--- src/rtl/fetch_stage.sv ---
// Instruction-fetch stage with IF/ID pipeline register, PC, stall/branch/halt control.
// Optional perf counters (outFetchCnt, outStallCnt) are built when FETCH_PERF_CNT_EN is defined.
module fetch_stage #(
  parameter int ADDR_W = 32,
  parameter int INSN_W = 32,
  parameter logic [ADDR_W-1:0] RESET_PC = '0,
  parameter logic [INSN_W-1:0] NOP_INSN = '0
) (
  input  logic              clk,
  input  logic              rst,
  output logic [ADDR_W-1:0] outInsnAddr,
  input  logic [INSN_W-1:0] inInsn,
  input  logic              inStall,
  input  logic              inBrTaken,
  input  logic [ADDR_W-1:0] inBrTarget,
  input  logic              inHalt,
  output logic [INSN_W-1:0] outInsn,
  output logic [ADDR_W-1:0] outIncrementedInsn,
  output logic              outValid,
`ifdef FETCH_PERF_CNT_EN
  output logic [31:0]       outFetchCnt,
  output logic [31:0]       outStallCnt,
`endif
  output logic              outHalted
);

  typedef enum logic {RUN = 1'b0, HALTED = 1'b1} fetchState_t;

  fetchState_t       stateReg, stateNext;
  logic [ADDR_W-1:0] pcReg, pcNext;
  logic [INSN_W-1:0] insnReg, insnNext;
  logic [ADDR_W-1:0] incReg, incNext;
  logic              validReg, validNext;
  logic [ADDR_W-1:0] pcPlusOne;
  logic              fetchEvent;
  logic              stallEvent;

  // Wraps naturally at 2^ADDR_W.
  assign pcPlusOne = pcReg + ADDR_W'(1);

  always_ff @(posedge clk or negedge rst) begin
    if (!rst) begin
      stateReg <= RUN;
      pcReg    <= RESET_PC;
      insnReg  <= NOP_INSN;
      incReg   <= '0;
      validReg <= 1'b0;
    end else begin
      stateReg <= stateNext;
      pcReg    <= pcNext;
      insnReg  <= insnNext;
      incReg   <= incNext;
      validReg <= validNext;
    end
  end

  always_comb begin
    stateNext  = stateReg;
    pcNext     = pcReg;
    insnNext   = insnReg;
    incNext    = incReg;
    validNext  = validReg;
    fetchEvent = 1'b0;
    stallEvent = 1'b0;
    case (stateReg)
      RUN: begin
        if (inBrTaken) begin
          pcNext    = inBrTarget;
          insnNext  = NOP_INSN;
          incNext   = '0;
          validNext = 1'b0;
        end else if (inHalt) begin
          insnNext  = NOP_INSN;
          incNext   = '0;
          validNext = 1'b0;
          stateNext = HALTED;
        end else if (inStall) begin
          stallEvent = 1'b1;
        end else begin
          pcNext     = pcPlusOne;
          insnNext   = inInsn;
          incNext    = pcPlusOne;
          validNext  = 1'b1;
          fetchEvent = 1'b1;
        end
      end
      HALTED: begin
        // Only a redirect leaves HALTED; stall and halt are ignored here.
        insnNext  = NOP_INSN;
        incNext   = '0;
        validNext = 1'b0;
        if (inBrTaken) begin
          pcNext    = inBrTarget;
          stateNext = RUN;
        end
      end
      default: begin
        stateNext = RUN;
      end
    endcase
  end

`ifdef FETCH_PERF_CNT_EN
  logic [31:0] fetchCntReg;
  logic [31:0] stallCntReg;

  always_ff @(posedge clk or negedge rst) begin
    if (!rst) begin
      fetchCntReg <= '0;
      stallCntReg <= '0;
    end else begin
      if (fetchEvent) fetchCntReg <= fetchCntReg + 32'd1;
      if (stallEvent) stallCntReg <= stallCntReg + 32'd1;
    end
  end

  assign outFetchCnt = fetchCntReg;
  assign outStallCnt = stallCntReg;
`else
  logic unusedEvents;
  assign unusedEvents = fetchEvent ^ stallEvent;
`endif

  assign outInsnAddr        = pcReg;
  assign outInsn            = insnReg;
  assign outIncrementedInsn = incReg;
  assign outValid           = validReg;
  assign outHalted          = (stateReg == HALTED);

endmodule
--- config.mk ---
export PLATFORM = sky130hd
export DESIGN_NAME = fetch_stage
export DESIGN_NICKNAME = d
export VERILOG_FILES = /design/src/rtl/fetch_stage.sv
export SDC_FILE = /design/constraint.sdc
export NUM_CORES = 1
export LEC_CHECK = 0
export ABC_AREA = 1
export ABC_CLOCK_PERIOD_IN_PS = 2620
export BUFFER_PORTS_ARGS = -buffer_cell sky130_fd_sc_hd__buf_2
export CAP_MARGIN = 30
export CORE_ASPECT_RATIO = 0.7
export CORE_MARGIN = 3
export CORE_UTILIZATION = 54
export DETAILED_ROUTE_END_ITERATION = 8
export GPL_ROUTABILITY_DRIVEN = 0
export GPL_TIMING_DRIVEN = 0
export PLACE_DENSITY = 0.95
export SLEW_MARGIN = 10
export SYNTH_ARGS = -nofsm -noshare
export SYNTH_HDL_FRONTEND = slang
export SYNTH_SLANG_ARGS = --single-unit
--- constraint.sdc ---
create_clock -name clk -period 2.62 [get_ports clk]
set_input_delay 0.393 -clock clk [delete_from_list [all_inputs] [get_ports clk]]
set_output_delay 0.393 -clock clk [all_outputs]
set_load 0.02 [all_outputs]
== Yosys cells after proc, flatten, opt, wreduce, memory -nomap -nowiden ==
Cells that the tools add are included.
Word-level totals
  register bits after elaboration: 98
  ROM bits: 0
  memories kept: 0
  output and inout port bits: 98
  memory bits (writable): 0
  logic and storage cells: 32
  bits in latches: 0
Cells by class
  equal/unequal tests: 4
  mux-type cells: 20
  $lt $le $gt $ge: 0
  reductions and logical operators: 1
  $mul: 0
  div/mod/pow operators: 0
  $add $sub $neg: 1
  bitwise gates (word level): 1
  shift-type cells: 0
Operators by type and width (count)
  32-bit two-way mux: 9
  32-bit one-hot mux with 2 select lines: 3
  32-bit by 1-bit adder with 32-bit output, second input constant: 1
  1-bit two-way mux: 6
  3-bit != test, second input constant: 2
  4-bit != test, second input constant: 1
  1-bit one-hot mux with 2 select lines: 2
  3-bit AND reduction: 1
  2-bit != test, second input constant: 1
  1-bit NOT: 1

== Longest topological paths before layout ==
  depth in word-level cells: 5
  mapped depth: 10
  depth with buffers taken out: 10

== Least setup slack after synthesis ==
OpenSTA, ideal clock, no wires.
  path type: register to register
  start: register pcReg[0], in the netlist outInsnAddr[0]
  end: register pcReg[30], in the netlist outInsnAddr[30]
  period minus slack after synthesis: 1.586 ns
  path buffers: 0
  library setup time: 0.117 ns
  required time: 2.503 ns
  stages on the path, launching flop included: 11
  path slack: 1.034 ns
  arrival: 1.469 ns
  cells stage by stage: dfrtp_1 > ha_1 > nand2_1 > nor2_4 > nand2_2 > nor2_4 > nand2_1 > nand2_1 > nand3_1 > nand2_1 > nand2_1
On the way
  longest elaborated chain between the ends: 5
Ends and longest elaborated chain
  start: declaration: line 30  | logic [ADDR_W-1:0] pcReg, pcNext;
  start signal: assignment: line 50  | pcReg <= pcNext;
  32-bit by 1-bit adder with 32-bit output: line 39  | assign pcPlusOne = pcReg + ADDR_W'(1);
  32-bit two-way mux: line 77  | end else if (inStall) begin
  32-bit two-way mux: line 72  | end else if (inHalt) begin
  32-bit two-way mux: line 67  | if (inBrTaken) begin
  32-bit one-hot mux with 2 select lines: line 65  | case (stateReg)
Every way passes these cells. The select of a mux whose other input is x is not followed.
A chain may end at the register's enable or synchronous reset.

== Worst setup path in the final report ==
  start: register pcReg[0], in the netlist outInsnAddr[0]
  end: register pcReg[12], in the netlist outInsnAddr[12]
Same word-level chain as after synthesis.

==> results.json <==
{
  "run_status": "completed",
  "drtAntennaViolNets": 0,
  "clock_path_buffers": 2,
  "crit_start": "outInsnAddr[0]$_DFFE_PN0P_",
  "ctsResizeCount": 0,
  "post-place-ws_ns": 0.7885,
  "layout.nets": 865,
  "maxCapViolCount": 0,
  "ir_drop_mv": 0.3245,
  "clock-sinks": 98,
  "synth_area_sq_um": 4906,
  "ys_warn_count": 0,
  "pin_count": 167,
  "rsz0062_at_grt": "no",
  "dp_hpwl_um": 11420,
  "firstDrtPassIters": 7,
  "initial_core_util_pct": 56.69,
  "regArea_sq_um": 2452,
  "postCtsHoldBufs": 0,
  "critPathKind": "reg2reg",
  "cellLeakagePower_nw": 3.476,
  "worstSetupEndpointType": "flip-flop",
  "final_util_pct": 71.83,
  "cp_max_fo": 5,
  "drtIter0Drc": 644,
  "report.final.hold_viol_count": 0,
  "post-route-min-period_ns": 1.940,
  "rr_worst_depth": 9,
  "ys_seq_area_share_pct": 49.99,
  "synth_edf_count": 0,
  "clock_skew_ns": 0.008177,
  "syn-num-nets": 687,
  "grtUsageTotal_pct": 31.13,
  "rows": 28,
  "power.density_nw_per_um2": 632.0,
  "postSynthAreaPerCell_sq_um": 7.951,
  "fillers": 641,
  "antenna_found_initial": 0,
  "root_buffer": "clkbuf_16",
  "portBuffers": 166,
  "gr-total-overflow": 0,
  "wl_per_cell_um": 17.02,
  "relSlewSlack_pct": 53.99,
  "grt_pass1_wl_um": 25070,
  "fmax_ghz": 0.5156,
  "cts_tree": "built",
  "r2r-end": "outInsnAddr[12]$_DFFE_PN0P_",
  "die-height_um": 85.75,
  "placedCellCount": 904,
  "fin_ws_ns": 0.6804,
  "ys.flop_type": "dfrtp_1",
  "final.setup.tns_ns": 0,
  "wl_um": 15660,
  "die_w_um": 119.9,
  "drc_errors": 0,
  "h-tree-depth": 3,
  "cts_buffers": 9,
  "vias": 5072,
  "r2r_slack_ns": 0.68,
  "clk-insertion-delay-late_ns": 0.35,
  "fin_cells": 920,
  "syn_inst": 617,
  "multi_input_area_sq_um": 2200,
  "area_growth_pct": 26.70,
  "die_area_sq_um": 10280,
  "via_per_inst": 5.513,
  "ys_seq_elements": 98,
  "coreArea_sq_um": 8653,
  "slew_viol_final": 0,
  "power_w": 0.003928,
  "grt_max_degree": 57,
  "fin_crit_sh_pct": 74.03,
  "tightest_slew_ns": 0.6902,
  "setup_viol": 0,
  "synth_cell_type_count": 25,
  "post-cts-setup-buffers": 0,
  "required_ns": 2.86,
  "drive_gt1_share_pct": 27.75,
  "crit_arrival_ns": 2.18,
  "grt_pass1_vias": 5037,
  "synth-async-reset-ratio_pct": 100.0,
  "hold_path.class": "in2async",
  "worst_r2r_startpoint": "outInsnAddr[0]$_DFFE_PN0P_",
  "worst_setup_path_start_kind": "flip-flop",
  "num_antenna_cells": 0,
  "path_clk_slew_ns": 0.07
}
flip-flops by register name, summed over array words and instances, names as in the netlist:
| register | flops |
|---|---|
| outHalted | 1 |
| outIncrementedInsn | 32 |
| outInsn | 32 |
| outInsnAddr | 32 |
| outValid | 1 |
kinds of logic (layout without fill, tap and decap cells):
group / Yosys count / after routing / synth area share [%]
flops: 98 / 98 / 49.99
buf+inv: 60 / 243 / 5.177
fa+ha+maj: 1 / 1 / 0.2550
compound gates: 79 / 79 / 11.45
simple gates: 369 / 369 / 31.34
xor+xnor: 10 / 10 / 1.785
critical path, stage by stage, from the launching register on:
cell     delay (ns)
dfrtp_1        0.42
ha_1           0.22
nand2_1        0.14
nor2_4         0.18
nand2_4        0.12
nor2_4         0.14
xor2_1         0.37
nand2_1        0.11
nand2_1        0.08
nand2_1        0.05
synth_stat cells (6+ instances only):
| cell type | instances | area share (%) |
|---|---|---|
| inv_1 | 34 | 2.6 |
| clkbuf_1 | 6 | 0.46 |
| xor2_1 | 7 | 1.2 |
| nand3_1 | 26 | 2.7 |
| nand2_1 | 233 | 18 |
| nor2_1 | 88 | 6.7 |
| a22o_1 | 39 | 7.0 |
| nor2_4 | 10 | 2.3 |
| buf_2 | 14 | 1.4 |
| dfrtp_1 | 98 | 50 |
| a21oi_1 | 13 | 1.3 |
| o21ai_0 | 18 | 1.8 |
how the worst max path moves through the flow:
stage | depth (start not counted) | endpoint
5_1_grt | 9 | outInsnAddr[12]$_DFFE_PN0P_
6_report | 9 | outInsnAddr[12]$_DFFE_PN0P_
3_5_place_dp | 9 | outInsnAddr[12]$_DFFE_PN0P_
4_1_cts | 9 | outInsnAddr[12]$_DFFE_PN0P_
3_3_place_gp | 1 | outInsn[29]$_DFFE_PN0P_
2_1_floorplan | 10 | outInsnAddr[30]$_DFFE_PN0P_
placed cells by master (no fill, tap or decap):
cell,Yosys,final
xor2_1,7,7
bufinv_16,0,1
o21ai_0,18,18
clkinvlp_4,0,1
nor2_2,3,3
inv_1,34,34
nor2_1,88,88
clkbuf_1,6,6
clkbuf_16,0,9
a21oi_4,1,1
buf_16,0,1
nand2_4,2,2
nand3b_1,4,4
nand2_1,233,233
clkinv_2,0,2
dfrtp_1,98,98
nor2_4,10,10
nand3_1,26,26
a22o_1,39,39
o22ai_1,4,4
inv_6,0,3
buf_4,3,4
xnor2_1,3,3
inv_2,3,3
ha_1,1,1
a31oi_1,1,1
o21a_1,1,1
nand2_2,3,3
a21oi_1,13,13
o21ai_1,2,2
buf_2,14,179
stage by stage:
stage          hold slack [ns]  area [sq um]
2_1_floorplan          0.09741          4906
3_3_place_gp            0.4609          5887
3_5_place_dp            0.4177          5917
4_1_cts                0.04615          6216
5_1_grt                0.07130          6216
6_report               0.02758          6216
layer usage:
metal  routed length [um]  vias up  global-route usage [%]
met4                  664        0                   13.51
li1                     -     2328                       -
met2                 7054      334                   48.37
met5                    0        -                       0
met1                 6255     2331                   41.42
met3                 1688       79                   8.635
power by group:
part	switching, W	leakage (nW)	internal [W]	total, W
combinational	0.000556	2.04	0.000266	0.000823
clock	0.000605	0.147	0.000748	0.00135
sequential	0.000138	1.29	0.00162	0.00175
total	0.00130	3.48	0.00263	0.00393
cell type report:
class | instances | share of cell area [%]
inverters | 37 | 2.234
repair buffers | 167 | 13.85
clock buffers | 9 | 3.623
well taps | 120 | 2.415
multi-input cells | 459 | 35.39
plain buffers | 23 | 1.852
flip-flops and latches | 98 | 39.45
clock inverters | 7 | 1.188
Note: power is estimated with default switching activity, not from simulation.
